### config.mk
export PLATFORM = sky130hd
export DESIGN_NAME = move_scheduler
export DESIGN_NICKNAME = d
export VERILOG_FILES = /design/src/rtl/move_scheduler_pkg.sv /design/src/rtl/move_fifo.sv /design/src/rtl/move_scheduler.sv
export SDC_FILE = /design/constraint.sdc
export NUM_CORES = 1
export LEC_CHECK = 0
export ABC_AREA = 1
export BUFFER_PORTS_ARGS = -buffer_cell sky130_fd_sc_hd__buf_2
export CORE_MARGIN = 4
export CORE_UTILIZATION = 45
export DETAILED_ROUTE_END_ITERATION = 16
export GPL_TIMING_DRIVEN = 0
export PLACE_DENSITY = 0.62
export SLEW_MARGIN = 20
export SYNTH_ARGS = -nofsm -noshare
export SYNTH_HDL_FRONTEND = slang
export SYNTH_SLANG_ARGS = --single-unit
### constraint.sdc
create_clock -name CLK -period 12.7 [get_ports CLK]
set_input_delay 0.635 -clock CLK [delete_from_list [all_inputs] [get_ports CLK]]
set_output_delay 0.635 -clock CLK [all_outputs]
set_load 0.01 [all_outputs]
### src/rtl/move_scheduler_pkg.sv
// Shared definitions for the move scheduler: state encoding and FIFO entry sizing.
package move_scheduler_pkg;

    localparam logic [1:0] STATE_IDLE   = 2'd0;
    localparam logic [1:0] STATE_RUN    = 2'd1;
    localparam logic [1:0] STATE_HALTED = 2'd2;

    typedef enum logic [1:0] {
        IDLE   = STATE_IDLE,
        RUN    = STATE_RUN,
        HALTED = STATE_HALTED
    } state_t;

    // One queued command: duration, then per-motor increments, then per-motor directions.
    function automatic int entry_width(input int duration_bits, input int motors, input int inc_bits);
        return duration_bits + motors * (1 + inc_bits);
    endfunction

endpackage

### src/rtl/move_fifo.sv
// Small synchronous FIFO holding queued move commands; head entry is readable
// combinationally so the scheduler can load it on the same edge it pops.
module move_fifo #(
    parameter int width      = 65,
    parameter int depth_log2 = 2
) (
    input  logic                  CLK,
    input  logic                  resetn,
    input  logic                  push,
    input  logic                  pop,
    input  logic                  flush,
    input  logic [width-1:0]      wr_data,
    output logic [width-1:0]      rd_data,
    output logic [depth_log2:0]   count,
    output logic                  full,
    output logic                  empty
);

    localparam int depth = 1 << depth_log2;
    localparam logic [depth_log2:0] depth_count = {1'b1, {depth_log2{1'b0}}};

    logic [width-1:0]      mem [depth];
    logic [depth_log2-1:0] wr_ptr_reg;
    logic [depth_log2-1:0] rd_ptr_reg;
    logic [depth_log2:0]   count_reg;
    logic                  push_ok;
    logic                  pop_ok;

    assign full    = (count_reg == depth_count);
    assign empty   = (count_reg == '0);
    assign count   = count_reg;
    assign rd_data = mem[rd_ptr_reg];
    assign push_ok = push && !full;
    assign pop_ok  = pop && !empty;

    // Entry storage; contents need no reset since count gates every read.
    always_ff @(posedge CLK) begin
        if (push_ok) begin
            mem[wr_ptr_reg] <= wr_data;
        end
    end

    // Pointers wrap naturally; the registered count distinguishes full from empty.
    always_ff @(posedge CLK) begin
        if (!resetn || flush) begin
            wr_ptr_reg <= '0;
            rd_ptr_reg <= '0;
            count_reg  <= '0;
        end else begin
            if (push_ok) begin
                wr_ptr_reg <= wr_ptr_reg + 1'b1;
            end
            if (pop_ok) begin
                rd_ptr_reg <= rd_ptr_reg + 1'b1;
            end
            if (push_ok && !pop_ok) begin
                count_reg <= count_reg + 1'b1;
            end else if (!push_ok && pop_ok) begin
                count_reg <= count_reg - 1'b1;
            end
        end
    end

endmodule

### src/rtl/move_scheduler.sv
// Buffered move queue and sequencer: accepts move commands, dispatches them
// back-to-back to the step generators, counts each move down in ticks, and
// aborts/flushes on halt.
module move_scheduler
    import move_scheduler_pkg::*;
#(
    parameter int motor_count        = 1,
    parameter int move_duration_bits = 32,
    parameter int increment_bits     = 32,
    parameter int buffer_depth_log2  = 2
) (
    input  logic                                  CLK,
    input  logic                                  resetn,
    input  logic                                  tick,
    input  logic                                  halt,
    input  logic                                  wr_valid,
    output logic                                  wr_ready,
    input  logic [move_duration_bits-1:0]         wr_duration,
    input  logic [motor_count-1:0]                wr_dir,
    input  logic [motor_count*increment_bits-1:0] wr_increment,
    output logic                                  mv_start,
    output logic                                  mv_active,
    output logic [motor_count-1:0]                mv_dir,
    output logic [motor_count*increment_bits-1:0] mv_increment,
    output logic [move_duration_bits-1:0]         mv_remaining,
    output logic [buffer_depth_log2:0]            buf_count,
    output logic                                  buffer_dtr,
    output logic                                  move_done
);

    localparam int entry_bits = entry_width(move_duration_bits, motor_count, increment_bits);
    localparam int inc_total  = motor_count * increment_bits;
    localparam logic [move_duration_bits-1:0] one_tick = {{(move_duration_bits-1){1'b0}}, 1'b1};

    state_t                               state_reg;
    logic [entry_bits-1:0]                wr_entry;
    logic [entry_bits-1:0]                head_entry;
    logic [move_duration_bits-1:0]        head_duration;
    logic [inc_total-1:0]                 head_increment;
    logic [motor_count-1:0]               head_dir;
    logic                                 fifo_full;
    logic                                 fifo_empty;
    logic                                 push;
    logic                                 pop;
    logic                                 complete;
    logic [buffer_depth_log2:0]           count_next;

    assign wr_entry       = {wr_dir, wr_increment, wr_duration};
    assign head_duration  = head_entry[move_duration_bits-1:0];
    assign head_increment = head_entry[move_duration_bits +: inc_total];
    assign head_dir       = head_entry[move_duration_bits + inc_total +: motor_count];

    // Ready uses the pre-edge full flag, so a pop never frees a slot for the same edge.
    assign wr_ready   = !fifo_full && (state_reg != HALTED) && !halt;
    assign buffer_dtr = !fifo_full && (state_reg != HALTED);
    assign push       = wr_valid && wr_ready;

    // A zero-length move finishes without waiting for a tick.
    assign complete = (state_reg == RUN) &&
                      ((mv_remaining == '0) || (tick && (mv_remaining == one_tick)));
    assign pop      = !halt && !fifo_empty && ((state_reg == IDLE) || complete);

    // Queue occupancy after this edge, used for the registered move_done flag.
    always_comb begin
        count_next = buf_count;
        if (push && !pop) begin
            count_next = buf_count + 1'b1;
        end else if (!push && pop) begin
            count_next = buf_count - 1'b1;
        end
    end

    move_fifo #(
        .width      (entry_bits),
        .depth_log2 (buffer_depth_log2)
    ) u_fifo (
        .CLK     (CLK),
        .resetn  (resetn),
        .push    (push),
        .pop     (pop),
        .flush   (halt),
        .wr_data (wr_entry),
        .rd_data (head_entry),
        .count   (buf_count),
        .full    (fifo_full),
        .empty   (fifo_empty)
    );

    // Scheduler FSM: halt beats everything, a pop loads the next move, otherwise count down.
    always_ff @(posedge CLK) begin
        if (!resetn) begin
            state_reg    <= IDLE;
            mv_start     <= 1'b0;
            mv_active    <= 1'b0;
            mv_dir       <= '0;
            mv_increment <= '0;
            mv_remaining <= '0;
            move_done    <= 1'b1;
        end else if (halt) begin
            state_reg    <= HALTED;
            mv_start     <= 1'b0;
            mv_active    <= 1'b0;
            mv_remaining <= '0;
            move_done    <= 1'b0;
        end else if (pop) begin
            state_reg    <= RUN;
            mv_start     <= 1'b1;
            mv_active    <= 1'b1;
            mv_dir       <= head_dir;
            mv_increment <= head_increment;
            mv_remaining <= head_duration;
            move_done    <= 1'b0;
        end else begin
            mv_start <= 1'b0;
            case (state_reg)
                IDLE: begin
                    move_done <= (count_next == '0);
                end
                RUN: begin
                    if (complete) begin
                        state_reg    <= IDLE;
                        mv_active    <= 1'b0;
                        mv_remaining <= '0;
                        move_done    <= (count_next == '0);
                    end else begin
                        if (tick) begin
                            mv_remaining <= mv_remaining - 1'b1;
                        end
                        move_done <= 1'b0;
                    end
                end
                HALTED: begin
                    state_reg <= IDLE;
                    mv_active <= 1'b0;
                    move_done <= (count_next == '0);
                end
                default: begin
                    state_reg    <= IDLE;
                    mv_active    <= 1'b0;
                    mv_remaining <= '0;
                    move_done    <= (count_next == '0);
                end
            endcase
        end
    end

endmodule

==> flow_summary.ini, run 1 <==
[timing]
slew_violations = 0
rsz0062_at_grt = false
max_freq_mhz = 354.4
maxSlewHeadroom_pct = 51.54
period_needed_ps = 2822
timing.final.ws_setup_ps = 9878
timing_hold_violations_final = 0
fin_skew_ps = 14.93
tightest_slew_ps = 725.2
post-route-period-util_pct = 22.22
setup_viol = 0
fin_setup_tns_ps = 0
worst_hold_slack_ps = 324.5

[global_routing]
met3_usage_pct = 4.144
grt_pass1_wl_um = 56570
grt.total_usage_pct = 21.36
grt_pass1_vias = 10190
grt_max_degree = 23
antenna_found_initial = 10
grt_overflow = 0
grt.busiest_layer = met2
use_met1_pct = 28.54
grt_use_met2_pct = 35.79

[floorplanning]
rows = 64
die-area_sq_um = 34220
start_util_pct = 45.85
fp.dieW_um = 185.0
die_h_um = 185.0
core_area_sq_um = 30750
pin_count = 143

[clock_tree]
clock_path_buffers = 3
ctsResizeCount = 0
cts_setup_buffers = 0
cts.reportedPaths.clkPinSlew_ps = 60
cts_tree = yes
insertion_delay_ps = 530
cts.root.buffer_cell = clkbuf_16
ctsHtreeMaxLevel = 2
cts_buffers = 37
postCtsHoldBufs = 0
cts.sinks = 338

[layout]
nets = 1626
final_common_cell = nor2_1
fin_util_pct = 54.82
n_fill_cell = 2720
fin_cells = 1974
top_regs = u_fifo.mem: 260 flops, mv_increment: 32 flops, mv_remaining: 32 flops
regMostFlops = u_fifo.mem
layout_common_cells = nor2_1 (306), edfxtp_1 (260), o21ai_0 (169)
drive_gt1_share_pct = 15.69
syn_to_final_growth_pct = 19.57
largest_reg_flops = 260

[setup_path]
r2r_slack_ps = 9880
crit_arrival_ps = 3040
slowest_delay_ps = 520
cp-startpoint = u_fifo.count[0]$_SDFFE_PP0P_
cp-start-kind = flop
critPathCaptureType = flop
crit_path_top_delay_cell = nor2_4
crit_top_cell = nand2_1
crit_fanout = 22
path_cells = inv_1 -> ha_1 -> nand2_1 -> nand2_1 -> nor2_1 -> nand2_1 -> nor2_4 -> buf_16 -> buf_16 -> buf_12
rr_startpoint = u_fifo.count[0]$_SDFFE_PP0P_
worstSetupPathType = flop to flop
required_ps = 12910

[status]
status = finished clean

[routing]
final_antenna_net_count = 0
vias = 10440
drcViolationCount = 0
drtPass1Iterations = 5
wl_per_cell_um = 18.64
dr.first_iter.drc_count = 749
via_per_inst = 5.286
drt_wl_total_um = 36810

[synth]
synth.avg_cell_area_sq_um = 10.43
synthDistinctLibCells = 30
ys_seq_area_share_pct = 66.46
ys_ff_latch = 338
ys_warn_count = 0
syn_inst = 1352
syn-num-nets = 1433
synth_area_sq_um = 14100

[power_and_ir_drop]
p_per_area_nw_per_um2 = 151.3
p_leak_nw = 6.663
ir_drop_mv = 0.09970

[run]
drv_cap = 0

[worst_hold_path]
worstHoldStart = wr_duration[0]
min_path_type = input port to flop

[place]
place_congestion = 0.8872
place_inst = 1902
dp_slack_ps = 9862
post-dp-hpwl_um = 25660
io_buffers = 142
[logic make-up after synthesis]
kind of cell | share of synthesized area, %
and+or+nand+nor | 15.90
xor gates and xnor gates | 1.491
DFF | 66.46
AOI/OAI and AO/OA | 10.46
buffers and inverters | 4.704
adders and majority gates | 0.9763
[synth_stat cells]
master | instances | area [sq um]
xnor2_1 | 5 | 43.79
nand3b_1 | 6 | 45.04
nor2_1 | 310 | 1164
nor3_1 | 2 | 10.01
nor2_2 | 6 | 37.54
o21bai_1 | 1 | 7.510
buf_6 | 3 | 33.78
buf_1 | 4 | 15.01
nor2_4 | 1 | 11.26
nor3_4 | 1 | 16.27
o31ai_1 | 2 | 15.01
edfxtp_1 | 260 | 7807
a21oi_1 | 21 | 105.1
nand3_4 | 1 | 17.52
nand4_1 | 18 | 112.6
ha_1 | 11 | 137.6
o21ai_0 | 169 | 845.8
dfxtp_1 | 78 | 1562
clkbuf_1 | 50 | 187.7
buf_4 | 6 | 45.04
nand2_1 | 130 | 488.0
inv_1 | 84 | 315.3
nand3_1 | 62 | 310.3
o22ai_1 | 65 | 406.6
nand2_4 | 1 | 11.26
buf_2 | 11 | 55.05
nand2_2 | 3 | 18.77
inv_2 | 3 | 11.26
xor2_1 | 19 | 166.4
o21ai_1 | 19 | 95.09
[through the flow]
| step | total power [mW] | cell area, sq um |
|---|---|---|
| global route | 2.648 | 16850 |
| detailed placement | 1.521 | 15640 |
| floorplan | 1.424 | 14100 |
| global placement | 1.515 | 15300 |
| CTS | 2.565 | 16850 |
| finish | 2.551 | 16860 |
[path summary, 6_finish.rpt]
path,end,cells after the start
worst max-delay path,u_fifo.mem[3][30]$_DFFE_PP_,10
worst min-delay path,u_fifo.mem[3][0]$_DFFE_PP_,1
worst max register to register,u_fifo.mem[3][30]$_DFFE_PP_,10
worst min register to register,mv_increment[17]$_SDFFE_PN0P_,2
[critical path: cells and delay by family, from the launching register on]
kind / cells / cell delay (ps)
adders and majority gates: 1 / 220
buffers and inverters: 4 / 700
DFF: 1 / 400
and+or+nand+nor: 5 / 1150
[per-layer routing]
metal,up-vias,wire length [um]
met1,4985,16160
li1,5075,-
met3,72,2021
met4,14,830
met5,-,71
met2,289,17720
[power breakdown]
part | total (mW) | internal, mW | leakage [nW] | switching [mW]
logic | 0.270 | 0.0909 | 3.09 | 0.179
clock network | 1.05 | 0.628 | 0.585 | 0.423
registers | 1.23 | 1.22 | 2.99 | 0.0136
[cell type report]
cell class	count	area [sq um]	share of cell area (%)
flip-flops and latches	338	9369	55.58
multi-input cells	853	4095	24.29
clock buffers	52	1022	6.064
repair buffers	154	1018	6.042
well taps	396	495.5	2.939
plain buffers	74	336.6	1.997
inverters	87	326.6	1.937
clock inverters	16	182.7	1.084
diodes	4	10.01	0.05938
Note: power is estimated with default switching activity, not from simulation.
==> run 2, diff against run 1 <==
--- a/config.mk
+++ b/config.mk
@@ -5,13 +5,13 @@
 export SDC_FILE = /design/constraint.sdc
 export NUM_CORES = 1
 export LEC_CHECK = 0
-export ABC_AREA = 1
+export ABC_AREA = 0
 export BUFFER_PORTS_ARGS = -buffer_cell sky130_fd_sc_hd__buf_2
 export CORE_MARGIN = 4
 export CORE_UTILIZATION = 45
 export DETAILED_ROUTE_END_ITERATION = 16
 export GPL_TIMING_DRIVEN = 0
-export PLACE_DENSITY = 0.62
+export PLACE_DENSITY = 0.64
 export SLEW_MARGIN = 20
 export SYNTH_ARGS = -nofsm -noshare
 export SYNTH_HDL_FRONTEND = slang
==> constraint.sdc (replaced) <==
create_clock -name CLK -period 2.3 [get_ports CLK]
set_input_delay 0.115 -clock CLK [delete_from_list [all_inputs] [get_ports CLK]]
set_output_delay 0.115 -clock CLK [all_outputs]
set_load 0.01 [all_outputs]
==> run 2 against run 1 <==
Net effect: the flow now finishes with violations (setup timing); synthesized cell count down 37%; synthesized area decreased by 4.5%; register-to-register slack worse by 10000 ps; cell area up 5.6%; global-route usage grew 0.18 points; via count shrank 14%; critical path type unchanged; largest power group unchanged; critical path depth is 1 higher; worst hold slack worse by 93 ps; setup slack got worse by 10000 ps; clock skew grew 17 ps; clock-buffer cell count rose by 3.
==> flow_summary.ini, run 2 <==
[global_routing]
grt.total_usage_pct = 21.54
grt_overflow = 0
grt_max_degree = 18
grt_pass1_wl_um = 54300
antenna_found_initial = 3
grt_pass1_vias = 8926

[status]
violations = setup timing
status = finished with violations

[place]
post-dp-hpwl_um = 20180
dp_slack_ps = -698.4
io_buffers = 142
place_congestion = 0.9209

[run]
drv_cap = 0

[synth]
syn_inst = 855
yosysTopAreaCell = edfxtp_1
async_flop_share_pct = 0
synth_area_sq_um = 13470
synth_most_common_cell = edfxtp_1
ys_warn_count = 0
synth-edff-count = 260
ys_ff_latch = 338
syn-num-nets = 936
synthAdderAreaFrac_pct = 1.022
synth_flop_cell = edfxtp_1
synthDistinctLibCells = 65
synthTopCellsByCount = edfxtp_1 (260), nand2_1 (85), dfxtp_1 (78)
synth_top_family_by_area = multiplexers
synth.top_cell.area_share_pct = 57.97
synthSimpleGateAreaFrac_pct = 6.874
synth.avg_cell_area_sq_um = 15.75
synth_xor_xnor_area_share_pct = 0.9104
ys_seq_area_share_pct = 69.56
synthMuxAreaShare_pct = 11.10
synth-compound-area-share_pct = 8.453
synth.area.top_cells = edfxtp_1 (58%), dfxtp_1 (12%), mux4_2 (11%), nand2_1 (2.4%), a21boi_1 (1.8%)

[routing]
vias = 8928
wl_per_cell_um = 23.16
via_per_inst = 5.708
drtPass1Iterations = 5
dr.first_iter.drc_count = 863
drt_wl_total_um = 36230
final_antenna_net_count = 0
drcViolationCount = 0

[timing]
period_needed_ps = 2756
maxSlewHeadroom_pct = 48.38
setup_viol = 75
timing_hold_violations_final = 0
slew_violations = 0
max_freq_mhz = 362.8
timing.final.ws_setup_ps = -456.2
tightest_slew_ps = 767.3
fin_setup_tns_ps = -14570
post-route-period-util_pct = 119.8
fin_skew_ps = 32.08
rsz0062_at_grt = true

[layout]
final_common_cell = edfxtp_1
syn_to_final_growth_pct = 32.13
nets = 1226
largest_reg_flops = 260
drive_gt1_share_pct = 37.29
top_regs = u_fifo.mem: 260 flops, mv_increment: 32 flops, mv_remaining: 32 flops
layout_common_cells = edfxtp_1 (260), buf_2 (144), dfxtp_1 (66), dlygate4sd3_1 (66), mux4_2 (65)
n_fill_cell = 2286
regMostFlops = u_fifo.mem

[power_and_ir_drop]
p_per_area_nw_per_um2 = 779.2
power_switching_mw = 3.186
combPwrFrac_pct = 10.6
ir_drop_mv = 0.6565
p_leak_nw = 6.440
power.internal_mw = 10.68
p_clk_share_pct = 40.8
p_seq_share_pct = 48.6
p_sw_share_pct = 22.98

[setup_path]
cp-start-kind = flop
slowest_delay_ps = 580
path_cells = or4_4 -> nor4_4 -> nand3_1 -> buf_6 -> a21oi_4 -> inv_6 -> buf_12 -> ha_4 -> mux2i_1 -> or3_1 -> a21oi_2
required_ps = 2740
crit_arrival_ps = 3190
worstSetupPathType = flop to flop
crit_fanout = 5
critPathCaptureType = flop
crit_path_top_delay_cell = or4_4

[clock_tree]
cts.reportedPaths.clkPinSlew_ps = 70
cts_buffers = 37
cts_tree = yes
clock_path_buffers = 3
cts.root.buffer_cell = clkbuf_16
ctsHtreeMaxLevel = 2
insertion_delay_ps = 530
cts.sinks = 338

[floorplanning]
start_util_pct = 45.57
pin_count = 143
fp.dieW_um = 181.0
rows = 63
die-area_sq_um = 32760
core_area_sq_um = 29560
die_h_um = 181.0

[worst_hold_path]
min_path_type = input port to flop
[run 2: cell count changes in the layout (fill, tap and decap cells not counted), sizes merged, moves of 14 or more]
cell	change
nand4	-15
o21ai	-164
nand2	-49
dlygate4sd3	+66
a21oi	+29
nor2	-281
o22ai	-57
inv	-76
nand3	-53
and3	+19
a21boi	+33
clkbuf	-14
mux4	+65
[run 2: cell families (layout without fill, tap and decap cells)]
kind of cell | Yosys count | in the layout
AOI/OAI and AO/OA | 168 | 168
xor gates and xnor gates | 14 | 14
adders and majority gates | 11 | 11
buffers and inverters | 63 | 368
DFF | 338 | 338
muxes | 68 | 68
other | 0 | 2
and+or+nand+nor | 193 | 205
[run 2: worst max-delay path, delay by kind of cell (launching register included)]
kind            cells  cell delay [ps]
compound gates      2              340
simple gates        4             1350
buf+inv             3              340
flops               1              350
mux                 1              120
fa+ha+maj           1              150
[run 2: final timing paths]
path / from / endpoint / slack (ps) / depth (start not counted)
setup reg to reg: mv_remaining[15]$_SDFFE_PP0P_ / u_fifo.count[2]$_SDFFE_PP0P_ / -460 / 11
hold reg to reg: mv_increment[22]$_SDFFE_PN0P_ / mv_increment[22]$_SDFFE_PN0P_ / 450 / 2
hold / removal: resetn / mv_remaining[31]$_SDFFE_PP0P_ / 230 / 5
setup / recovery: mv_remaining[15]$_SDFFE_PP0P_ / u_fifo.count[2]$_SDFFE_PP0P_ / -460 / 11
[run 2: timing repair]
| action | CTS | global route |
|---|---|---|
| pin swaps | 26 | 40 |
| setup endpoints to repair | 336 | 177 |
| setup buffers | 18 | 15 |
| hold buffers | 66 | 0 |
| endpoints found under the hold margin | 262 | 0 |
| gates resized for setup | 69 | 129 |
| gates cloned | 15 | 2 |
[run 2: power by group through the flow]
stage / combinational (mW) / clock (mW) / sequential, mW
after floorplan: 0.676 / 0 / 6.87
after global placement: 1.05 / 0 / 6.87
after detailed placement: 1.06 / 0 / 6.87
after CTS: 1.32 / 5.73 / 6.74
after global routing: 1.57 / 6.01 / 6.75
final: 1.47 / 5.66 / 6.74
[run 2: layout make-up]
class,instances,area [sq um],share of cell area [%]
antenna,2,5.005,0.02812
buffer,46,315.3,1.772
clock buffer,55,1076,6.046
clock inverter,11,81.33,0.4570
inverter,13,55.05,0.3093
multi-input combinational,466,4501,25.29
sequential,338,9392,52.77
tap,390,488.0,2.742
timing repair buffer,243,1884,10.59
[run 2: metal layers]
layer / GRT usage [%] / vias up / wire length (um)
met3: 4.248 / 71 / 2765
met1: 30.88 / 4471 / 15350
met2: 34.19 / 394 / 17110
li1: - / 3990 / -
met5: 0 / - / 7
met4: 5.734 / 2 / 995
[run 2: through the flow]
stage / power [mW] / util, % / hold slack [ps] / instances / area, sq um
global placement: 7.919 / 50.08 / 329.5 / 1387 / 14800
global route: 14.33 / 60.21 / 256.9 / 1564 / 17800
floorplan: 7.551 / - / 213.9 / 855 / 13610
CTS: 13.80 / 58.00 / 207.6 / 1550 / 17140
detailed placement: 7.932 / 50.08 / 333.7 / 1387 / 14800
finish: 13.87 / 60.21 / 231.7 / 1564 / 17800
==> run 3, diff against run 2 <==
--- a/config.mk
+++ b/config.mk
@@ -10,7 +10,6 @@
 export CORE_MARGIN = 4
 export CORE_UTILIZATION = 45
 export DETAILED_ROUTE_END_ITERATION = 16
-export GPL_TIMING_DRIVEN = 0
 export PLACE_DENSITY = 0.64
 export SLEW_MARGIN = 20
 export SYNTH_ARGS = -nofsm -noshare
==> constraint.sdc (replaced) <==
create_clock -name CLK -period 2.3 [get_ports CLK]
set_input_delay 0.345 -clock CLK [delete_from_list [all_inputs] [get_ports CLK]]
set_output_delay 0.345 -clock CLK [all_outputs]
set_load 0.01 [all_outputs]
==> run 3 against run 2 <==
Net effect: combinational power is 12% higher; cell area is 1.7% lower; clock-buffer cell count is 8 lower; non-clock buffer count is 4 higher; sequential cell count stayed put; the run still ends with setup timing left; routed wire length is 6.8% lower; sequential share of layout area is 0.90 points higher; sequential power hardly changed; die area stayed put; cell count is 0.64% lower.
==> flow_summary.ini, run 3 (synthesized netlist as in run 2, its figures left out) <==
[clock_tree]
insertion_delay_ps = 520
ctsHtreeMaxLevel = 2
cts_buffers = 36
clock_path_buffers = 3
cts.root.buffer_cell = clkbuf_16
cts_tree = yes
postCtsHoldBufs = 0
cts.reportedPaths.clkPinSlew_ps = 60
cts.sinks = 338

[worst_hold_path]
min_path_type = input port to flop

[setup_path]
path_cells = or4_4 -> or4_4 -> buf_6 -> o31ai_4 -> buf_6 -> buf_6 -> nor3_4 -> a21oi_2 -> o22ai_1
crit_top_cell = buf_6
worstSetupPathType = flop to flop
crit_path_top_delay_cell = or4_4
cp-start-kind = flop
crit_fanout = 5
slowest_delay_ps = 570
critPathCaptureType = flop
crit_arrival_ps = 2870
required_ps = 2700

[floorplanning]
core_area_sq_um = 29560
pin_count = 143
die_h_um = 181.0
fp.dieW_um = 181.0
rows = 63
start_util_pct = 45.57
die-area_sq_um = 32760

[routing]
vias = 8743
dr.first_iter.drc_count = 845
via_per_inst = 5.626
drtPass1Iterations = 5
drcViolationCount = 0
wl_per_cell_um = 21.74
drt_wl_total_um = 33780
final_antenna_net_count = 0

[layout]
nets = 1217
largest_reg_flops = 260
top_regs = u_fifo.mem: 260 flops, mv_increment: 32 flops, mv_remaining: 32 flops
layout_common_cells = edfxtp_1 (260), buf_2 (142), buf_4 (106)
fin_cells = 1554
regMostFlops = u_fifo.mem
drive_gt1_share_pct = 42.73
post-route-cell-area_sq_um = 17500
final_common_cell = edfxtp_1
fin_util_pct = 59.21
syn_to_final_growth_pct = 29.94
n_fill_cell = 2258

[global_routing]
grt_pass1_vias = 8840
grt_max_degree = 42
grt_pass1_wl_um = 51140
antenna_found_initial = 7
grt_overflow = 0
grt.total_usage_pct = 19.88

[status]
status = finished with violations
violations = setup timing

[power_and_ir_drop]
p_leak_nw = 6.360
ir_drop_mv = 0.7099
p_per_area_nw_per_um2 = 783.1

[timing]
tightest_slew_ps = 637.9
fin_skew_ps = 19.49
rsz0062_at_grt = true
period_needed_ps = 2466
post-route-period-util_pct = 107.2
max_freq_mhz = 405.4
setup_viol = 29
maxSlewHeadroom_pct = 57.38
timing.final.ws_setup_ps = -166.5
timing_hold_violations_final = 0
slew_violations = 0

[run]
drv_cap = 0

[place]
post-dp-hpwl_um = 21730
dp_slack_ps = -228.5
post_dp_cell_area_sq_um = 15620
io_buffers = 142
place_congestion = 0.9205
place_inst = 1457
## run 3: final cells by class
class / count / area (sq um) / area share (%)
Sequential cell: 338 / 9394 / 53.67
Multi-Input combinational cell: 454 / 4264 / 24.36
Timing Repair Buffer: 293 / 2215 / 12.65
Clock buffer: 47 / 952.2 / 5.440
Tap cell: 390 / 488.0 / 2.788
Clock inverter: 18 / 137.6 / 0.7864
Inverter: 13 / 48.80 / 0.2788
Antenna cell: 1 / 2.502 / 0.01430
## run 3: path summary, 6_finish.rpt
| path | from | to | slack, ps | cells after the start |
|---|---|---|---|---|
| setup / recovery | mv_remaining[12]$_SDFFE_PP0P_ | mv_remaining[12]$_SDFFE_PP0P_ | -170 | 9 |
| hold / removal | wr_duration[12] | u_fifo.mem[3][12]$_DFFE_PP_ | 50 | 1 |
| setup reg to reg | mv_remaining[12]$_SDFFE_PP0P_ | mv_remaining[12]$_SDFFE_PP0P_ | -170 | 9 |
| hold reg to reg | mv_increment[18]$_SDFFE_PN0P_ | mv_increment[18]$_SDFFE_PN0P_ | 450 | 2 |
## run 3: timing repair
action / CTS / global route
gates resized for setup: 54 / 58
setup endpoints to repair: 62 / 75
pin swaps: 22 / 37
buffers inserted: 15 / 15
cloned: 4 / 2
## run 3: critical path: cells and delay by family, from the launching register on
kind                   cells  cell delay (ps)
AO/OA/AOI/OAI              3              430
buffers and inverters      3              430
flip-flops                 1              330
AND/OR/NAND/NOR            3             1160
## run 3: layer usage
layer / vias up / routed length, um / track usage (%)
met3: 78 / 2669 / 4.852
met4: 12 / 776 / 4.863
met2: 350 / 16300 / 32.39
met1: 4359 / 13960 / 27.35
li1: 3944 / - / -
met5: - / 77 / 0
## run 3: report_power, final
part           internal [mW]  switching (mW)
clock                   3.06            2.29
combinational          0.770           0.869
sequential              6.68          0.0433
## run 3: per-stage QoR
step / power (mW) / TNS (ps) / hold WS, ps
4_1_cts: 13.63 / -2235 / 24.12
3_5_place_dp: 8.102 / -5192 / 444.9
2_1_floorplan: 7.551 / -5191 / 443.9
3_3_place_gp: 8.086 / -4742 / 438.1
6_report: 13.71 / -2464 / 45.05
5_1_grt: 14.22 / -6253 / 32.55
